[src/rtl/seq_det_pkg.sv]
// Shared definitions for the parameterised serial sequence detector.
package seq_det_pkg;

    typedef enum logic {
        MODE_NONOVL = 1'b0,
        MODE_OVL    = 1'b1
    } mode_e;

    localparam int DEF_MAX_LEN = 8;
    localparam int DEF_CNT_W   = 16;

endpackage

[src/rtl/seq_det_sat_cnt.sv]
// Saturating up-counter with synchronous clear; clear wins over increment.
module seq_det_sat_cnt #(
    parameter int W = 16
) (
    input  logic         clk,
    input  logic         rst,
    input  logic         clr,
    input  logic         inc,
    output logic [W-1:0] cnt
);

    logic [W-1:0] cnt_r;

    // Count register: clear, increment until all-ones, otherwise hold.
    always_ff @(posedge clk or negedge rst) begin
        if (!rst) begin
            cnt_r <= '0;
        end else if (clr) begin
            cnt_r <= '0;
        end else if (inc && (cnt_r != '1)) begin
            cnt_r <= cnt_r + W'(1);
        end else begin
            cnt_r <= cnt_r;
        end
    end

    assign cnt = cnt_r;

endmodule

[src/rtl/seq_detect_param.sv]
// Runtime-configurable serial pattern detector with registered one-cycle detect pulse.
// Optional match counter is built only when SEQ_DET_MATCH_CNT_EN is defined.
module seq_detect_param
    import seq_det_pkg::*;
#(
    parameter int MAX_LEN = DEF_MAX_LEN,
    parameter int LEN_W   = $clog2(MAX_LEN + 1),
    parameter int CNT_W   = DEF_CNT_W
) (
    input  logic               clk,
    input  logic               rst,
    input  logic               in_valid,
    input  logic               in,
    input  logic               cfg_load,
    input  logic [MAX_LEN-1:0] cfg_pat,
    input  logic [LEN_W-1:0]   cfg_len,
    input  logic               cfg_overlap,
    output logic               detect
`ifdef SEQ_DET_MATCH_CNT_EN
    ,
    output logic [CNT_W-1:0]   match_cnt
`endif
);

    logic [MAX_LEN-1:0] pat_r;
    logic [LEN_W-1:0]   len_r;
    mode_e              ovl_r;
    logic [MAX_LEN-1:0] hist_r;
    logic [LEN_W-1:0]   fill_r;
    logic               detect_r;

    logic [MAX_LEN:0]   wide_s;
    logic [MAX_LEN:0]   mask_s;
    logic               fill_ok_s;
    logic               match_s;

    function automatic logic [LEN_W-1:0] clamp_len(input logic [LEN_W-1:0] len);
        if (int'(len) > MAX_LEN) begin
            return LEN_W'(MAX_LEN);
        end else begin
            return len;
        end
    endfunction

    // Match evaluation: compare the newest len_r bits (history plus incoming bit) with the pattern.
    always_comb begin
        wide_s    = {hist_r, in};
        mask_s    = '0;
        for (int i = 0; i < MAX_LEN; i++) begin
            mask_s[i] = (i < int'(len_r));
        end
        fill_ok_s = (({1'b0, fill_r} + {{LEN_W{1'b0}}, 1'b1}) >= {1'b0, len_r});
        if (in_valid && !cfg_load && (len_r != '0) && fill_ok_s &&
            ((wide_s & mask_s) == ({1'b0, pat_r} & mask_s))) begin
            match_s = 1'b1;
        end else begin
            match_s = 1'b0;
        end
    end

    // Active configuration, replaced only by a load strobe.
    always_ff @(posedge clk or negedge rst) begin
        if (!rst) begin
            pat_r <= '0;
            len_r <= '0;
            ovl_r <= MODE_NONOVL;
        end else if (cfg_load) begin
            pat_r <= cfg_pat;
            len_r <= clamp_len(cfg_len);
            ovl_r <= mode_e'(cfg_overlap);
        end else begin
            pat_r <= pat_r;
            len_r <= len_r;
            ovl_r <= ovl_r;
        end
    end

    // History shift, saturating fill count and registered detect pulse.
    always_ff @(posedge clk or negedge rst) begin
        if (!rst) begin
            hist_r   <= '0;
            fill_r   <= '0;
            detect_r <= 1'b0;
        end else begin
            detect_r <= match_s;
            if (cfg_load) begin
                hist_r <= '0;
                fill_r <= '0;
            end else if (in_valid) begin
                hist_r <= wide_s[MAX_LEN-1:0];
                // Non-overlapping mode restarts the fill so the next match needs fresh bits.
                if (match_s && (ovl_r == MODE_NONOVL)) begin
                    fill_r <= '0;
                end else if (fill_r < len_r) begin
                    fill_r <= fill_r + LEN_W'(1);
                end else begin
                    fill_r <= fill_r;
                end
            end else begin
                hist_r <= hist_r;
                fill_r <= fill_r;
            end
        end
    end

    assign detect = detect_r;

`ifdef SEQ_DET_MATCH_CNT_EN
    seq_det_sat_cnt #(
        .W (CNT_W)
    ) u_cnt (
        .clk (clk),
        .rst (rst),
        .clr (cfg_load),
        .inc (match_s),
        .cnt (match_cnt)
    );
`endif

endmodule

[config.mk]
export PLATFORM = sky130hd
export DESIGN_NAME = seq_detect_param
export DESIGN_NICKNAME = d
export VERILOG_FILES = /design/src/rtl/seq_det_pkg.sv /design/src/rtl/seq_det_sat_cnt.sv /design/src/rtl/seq_detect_param.sv
export SDC_FILE = /design/constraint.sdc
export NUM_CORES = 1
export LEC_CHECK = 0
export CORE_UTILIZATION = 35
export CTS_CLUSTER_DIAMETER = 40
export DETAILED_ROUTE_END_ITERATION = 6
export GPL_TIMING_DRIVEN = 0
export PLACE_DENSITY = 0.66
export SLEW_MARGIN = 20
export SYNTH_ARGS = -nofsm -noshare
export SYNTH_HDL_FRONTEND = slang
export SYNTH_SLANG_ARGS = --single-unit
[constraint.sdc]
create_clock -name clk -period 6.2 [get_ports clk]
set_input_delay 0.62 -clock clk [delete_from_list [all_inputs] [get_ports clk]]
set_output_delay 0.62 -clock clk [all_outputs]
set_load 0.02 [all_outputs]
# --- After elaboration in Yosys (flattened, before gate mapping) ---
# Index checks and enable logic that the tools add are counted.
# Widths: inputs -> output; s select.
totals:
  reg_bits: 26
  latch_bits: 0
  ram_bits: 0
  romBits: 0
  in_bits: 18
  output_inout_bits: 1
  wordCells: 41
  mem_count: 0
classes:
  add_sub_neg: 2
  n_mul: 0
  n_div: 0
  magnitude_cmp: 11
  n_eq_ne: 1
  n_shift: 0
  muxes: 8
  bitwise_logic: 3
  reduce_logical: 10
op_table:
  columns: ["op", "n"]
  rows:
  - ["$mux 4", 5]
  - ["$lt 3x4->1 const A", 4]
  - ["$mux 8", 2]
  - ["$and 9x8->9", 1]
  - ["$eq 9x8->1", 1]
  - ["$and 8x8->8", 1]
  - ["$lt 1x4->1 const A", 2]
  - ["$lt 2x4->1 const A", 2]
  - ["$add 4x1->5 const B", 1]
  - ["$ge 5x4->1", 1]
  - ["$logic_and 1x1->1", 5]
  - ["$add 4x1->4 const B", 1]
  - ["$gt 4x4->1 const B", 1]
  - ["$lt 4x4->1", 1]
  - ["$reduce_bool 4->1", 1]
  - ["$reduce_bool 3->1", 1]
  - ["$reduce_and 2->1", 1]
  - ["$reduce_bool 2->1", 1]
  - ["$logic_not 1->1", 1]
  - ["$mux 1", 1]
  - ["$not 1->1", 1]

# --- Longest topological paths before layout ---
logic_depth:
  depth_word: 10
  depth_mapped: 8
  mapped_depth_nobuf: 8

# --- Least setup slack after synthesis ---
# No wires, ideal clock.
synth_path:
  path_type: "register to register"
  startpoint: "register fill_r[0]"
  endpoint: "register fill_r[0]"
  setup_ps: 136
  t_arrival_ps: 1886
  required_time_ps: 6064
  slack_ps: 4178
  stages_incl_launch_ff: 8
  path_buffers: 0
  synth_period_minus_slack_ps: 2022
  path_cell_list: "dfrtp_1 ha_1 ha_1 a21bo_2 a21oi_1 o221ai_2 nor4_4 nor3_1"
synth_between:
  elab_chain_len: 9
  word_cells_on_any_way: 14
  classes_between: "add/sub (2); order compare (2); mux (5); reduce/logical (5)"
synth_lines:
  columns: ["item", "line_no", "source"]
  rows:
  - ["start, declared", "seq_detect_param.sv:29", "logic [LEN_W-1:0] fill_r;"]
  - ["start signal, assigned", "seq_detect_param.sv:95", "fill_r <= fill_r + LEN_W'(1);"]
  - ["start signal, assigned", "seq_detect_param.sv:97", "fill_r <= fill_r;"]
  - ["start signal, assigned", "seq_detect_param.sv:101", "fill_r <= fill_r;"]
  - ["$add 4x1->5", "seq_detect_param.sv:52", "fill_ok_s = (({1'b0, fill_r} + {{LEN_W{1'b0}}, 1'b1}) >= {1'b0, len_r});"]
  - ["$ge 5x4->1", "seq_detect_param.sv:52", null]
  - ["$logic_and 1x1->1 (2 in a row)", "seq_detect_param.sv:53", "if (in_valid && !cfg_load && (len_r != '0) && fill_ok_s &&"]
  - ["$mux 1", "seq_detect_param.sv:53", null]
  - ["$logic_and 1x1->1", "seq_detect_param.sv:92", "if (match_s && (ovl_r == MODE_NONOVL)) begin"]
  - ["$mux 4", "seq_detect_param.sv:92", null]
  - ["$mux 4", "seq_detect_param.sv:89", "end else if (in_valid) begin"]
  - ["$mux 4", "seq_detect_param.sv:86", "if (cfg_load) begin"]
# Parallel ways exist; a longest one is shown, timed or not. The select of a mux whose other input is x is not followed.
# A chain may end at the register's enable or synchronous reset.

# --- Worst setup path after layout ---
layout_path:
  startpoint: "register fill_r[0]"
  endpoint: "register fill_r[2]"
# Same word-level chain as after synthesis.

==> impl_summary.md <==
Timing
The count of endpoints failing setup in the final report is 0. Derived from the worst setup path, the maximum achievable clock frequency is 455 MHz. The total count of hold-check failures in the final report is 0. The transition at the pin with the smallest max-transition slack is 559 ps.

The final count of pins violating max slew came to 0. The share of the cycle needed by the critical path after routing is 35.5%. The final critical delay including setup and external delays is 2200 ps.

In this run the tightest slew margin relative to its limit is 62.7%. The aggregate negative setup slack is 0 ps. The final setup skew is 4.69 ps.

After layout, the worst setup slack is 4000 ps. The worst-case hold slack is 339 ps. Setup repair after global routing left no endpoint under its margin.

Worst setup path
The worst setup path is of the reg2reg kind. The category of the worst setup path launch point is a flip-flop. The startpoint identified for the worst register-to-register timing path is fill_r[0]. The largest stage delay on the critical path is 440 ps.

The endpoint required time on the critical path is 6330 ps. The most repeated library cell on the critical path is sky130_fd_sc_hd__ha_1. The critical path ends at fill_r[2]. Broken down by cell family, the worst path's largest delay share belongs to adder cells. The depth of the most critical reg-to-reg path is 7. The capturing point of the worst reg2reg path is fill_r[2].

For this design, the slowest cell found on the critical path is sky130_fd_sc_hd__dfrtp_1. The largest fanout on the critical path is 5. The data arrival time of the critical path is 2330 ps. The count of buffer and inverter cells on the critical path is 0.

Walking the worst path, the cells encountered are ha_1 -> ha_1 -> a21bo_2 -> a21oi_1 -> o221ai_2 -> nor4_4 -> nor3_1. The count of cell instances traversed by the critical path is 7. The worst setup path startpoint is fill_r[0]. The worst setup path is captured at a flip-flop. In this run the register-to-register setup slack is 4000 ps.

Global routing
After global routing the overflow that remains totals 0. The number of global-route vias before repair is 1120. The number of antenna violations at the first check in global routing came to 0. For met3 alone, demand over resource in global routing was 2.11%.

In the global route stage, met1 resource usage came out at 18.2%. Global routing used 29.7% of the available met2 tracks. In the global route stage, overall resource usage came out at 15.7%. The highest-utilization routing layer at the global route stage is met2. The pin count of the biggest net entering global routing is 26.

The first global-routing pass estimated 5040 um of wire.

Finish
The relative area change from synthesis to final layout is 19.6%. After filler insertion, the fill cell instance count of the layout stands at 371. Of the cells placed in the final design, the portion with a size suffix greater than 1 is 15.5%. The final non-filler cell total is 190.

The total area of multi-input combinational cells is 707 um2. The register area is 626 um2. The repair_antennas step left the layout with diodes totalling 0. The final core utilization is 44.3%. The final net count is 170.

Yosys
The share of Yosys cell area claimed by the top area cell type is 45.5%. The number of different library cells in the post-synthesis netlist is 27. Summing the sequential cell areas from Yosys gives 45.5% of the chip area.

The cell area that synthesis handed to floorplanning was 1380 um2. The synthesized netlist devotes 8.18% of its cell area to adder and majority cells. Among all flip-flop cells after synthesis, the most frequent one is sky130_fd_sc_hd__dfrtp_1.

After synthesis, the most frequently instantiated cells are 25 x sky130_fd_sc_hd__dfrtp_1, 10 x sky130_fd_sc_hd__nor2_1, 9 x sky130_fd_sc_hd__ha_1, 9 x sky130_fd_sc_hd__mux2_2, 9 x sky130_fd_sc_hd__mux2i_1. Yosys mapped a number of flops with a built-in enable equal to 0. A synthesized cell averages 11.4 um2. After synthesis the netlist holds a flip-flop and latch count of 25.

The cell type with the highest aggregate area in the netlist is sky130_fd_sc_hd__dfrtp_1. Yosys attributes the largest share of cell area to sky130_fd_sc_hd__dfrtp_1 45%, sky130_fd_sc_hd__ha_1 8.2%, sky130_fd_sc_hd__mux2_2 7.4%. Yosys instantiated no cell more often than sky130_fd_sc_hd__dfrtp_1. The number of nets in the synthesized netlist is 148.

After technology mapping, the gate count stands at 121. The multiplexer share of the synthesized area is 13.9%. The count of synthesis-stage warnings from yosys is 0. The share of synthesized cell area in and, or, nand and nor gates is 10.1%. The post-synthesis async set-or-reset flop share is 100%. The fraction of the mapped netlist area in compound gates is 10.9%. The post-synthesis share of cell area spent on xor and xnor gates is 8.27%. The main combinational cell family by area after synthesis is multiplexers.

Clocking
The worst-skew pair later-pin latency is 260 ps. The setup fix buffers added after clock tree synthesis is 0. The total clock buffers created by CTS is 3. Hold repair after CTS inserted 0 buffers. After clock tree synthesis, the clock-pin slew on the worst setup and hold paths is 80 ps. The CTS tree is done.

Clock tree synthesis selected as its root buffer the cell sky130_fd_sc_hd__clkbuf_8. For this design, the sink count on the clock tree is 25. The number of gates resized after CTS was 0.

The maximum count of clock buffers along a single path is 2. CTS built an H-tree with a depth of 1.

Detailed routing
For this block, the routed nets add up to 2710 um of wire. In the routed design, unresolved DRC markers number 0. The count of nets left with antenna violations once routing finished came out at 0. The detailed-route wire length per cell is 14.2 um.

The detailed-routing iteration count for the pre-antenna-repair pass is 4. The total via count after detailed routing is 977. After detailed routing, the number of vias per cell comes to 5.14. For this block, the initial DRC count from the detailed router was 16.

Power and ir drop
The internal power of the cells is 0.000257 W. For this design the total switching power over the nets is 0.0000962 W. The static leakage is 0.727 nW. The share of total power consumed by net switching is 27.2%.

For this design the ratio of total power to cell area is 215 nW/um2. Combinational logic is responsible for 20.9% of the overall power. The fraction of power consumed by the clock network is 26.7%. The maximum resistive drop on vdd is 0.114 mV. Of the total power, registers draw 52.5%.

Placed design
During placement, the flow inserted port buffers numbering 17. The congestion estimate from routability-driven global placement came to 0.795. OpenSTA, run right after detailed placement, puts the worst setup slack at 3840 ps. The number of instances in the placed design is 186. The post-detailed-placement half-perimeter wirelength is 2080 um.

Floorplan
In this run the horizontal extent of the chip is 64.7 um. The floorplan step set the die height to 64.7 um. Once the floorplan was initialized, standard cells occupied 37.0% of the core. In this run the count of I/O pins placed on the die edge is 19. The die covers 4190 um2. The cell row count is 22. The total area inside the core boundary comes to 3720 um2.

Min path
The type of the most critical hold path is in2async.

Job
The number of maximum-capacitance violations is 0.

Run status
The run finished with clean final reports.
## area by class of cell
class | instances | share of cell area, %
flip-flops and latches | 25 | 38.0
multi-input cells | 85 | 42.9
inverters | 7 | 1.60
plain buffers | 4 | 1.06
repair buffers | 17 | 10.0
well taps | 48 | 3.65
clock buffers | 4 | 2.74
## cells in the final DEF, fill, tap and decap left out, types with 4 or more instances in the layout
cell type / n
sky130_fd_sc_hd__xor2_1: 7
sky130_fd_sc_hd__nor2_1: 10
sky130_fd_sc_hd__xnor2_1: 6
sky130_fd_sc_hd__o21ai_0: 4
sky130_fd_sc_hd__clkdlybuf4s50_1: 16
sky130_fd_sc_hd__ha_1: 9
sky130_fd_sc_hd__mux2_2: 9
sky130_fd_sc_hd__dfrtp_1: 25
sky130_fd_sc_hd__nor3_1: 7
sky130_fd_sc_hd__nand2_1: 4
sky130_fd_sc_hd__mux2i_1: 9
sky130_fd_sc_hd__inv_1: 6
sky130_fd_sc_hd__o22ai_1: 4
## kinds of logic (layout without fill, tap and decap cells)
| kind of cell | count (synthesis) | after routing |
|---|---|---|
| flip-flops | 25 | 25 |
| buffers and inverters | 11 | 32 |
| XOR/XNOR | 13 | 13 |
| multiplexers | 18 | 18 |
| adder cells (fa/ha/maj) | 9 | 9 |
| AO/OA/AOI/OAI | 18 | 18 |
| AND/OR/NAND/NOR | 27 | 27 |
## registers in the layout, summed over array words and instances (netlist names)
signal	cells
fill_r	4
len_r	4
ovl_r	1
hist_r	7
detect	1
pat_r	8
## per-layer routing
layer  wire length [um]  vias up
met2               1440       12
met5                  0        -
met4                 20        0
li1                   -      472
met3                 48        4
met1               1200      489
## worst min path at each step
stage | end | slack (ps) | cells after the start
final | hist_r[6] | 340 | 1
after detailed placement | ovl_r | 500 | 1
after global routing | hist_r[1] | 380 | 1
after global placement | ovl_r | 490 | 1
after floorplan | detect | 320 | 0
after CTS | ovl_r | 520 | 1
## power by group through the flow
stage / Sequential [W] / Clock [W] / Combinational (W)
2_1_floorplan: 0.000186 / 0 / 0.0000503
3_3_place_gp: 0.000188 / 0 / 0.0000718
3_5_place_dp: 0.000189 / 0 / 0.0000748
4_1_cts: 0.000186 / 0.0000983 / 0.0000752
5_1_grt: 0.000188 / 0.000105 / 0.0000836
6_report: 0.000185 / 0.0000943 / 0.0000737
## stage by stage
stage                     total power [W]  instance area, um2
after global placement           0.000260                1610
after CTS                        0.000359                1650
after floorplan                  0.000236                1380
after detailed placement         0.000264                1610
final                            0.000354                1650
after global routing             0.000376                1650
(Power assumes the default switching activity.)
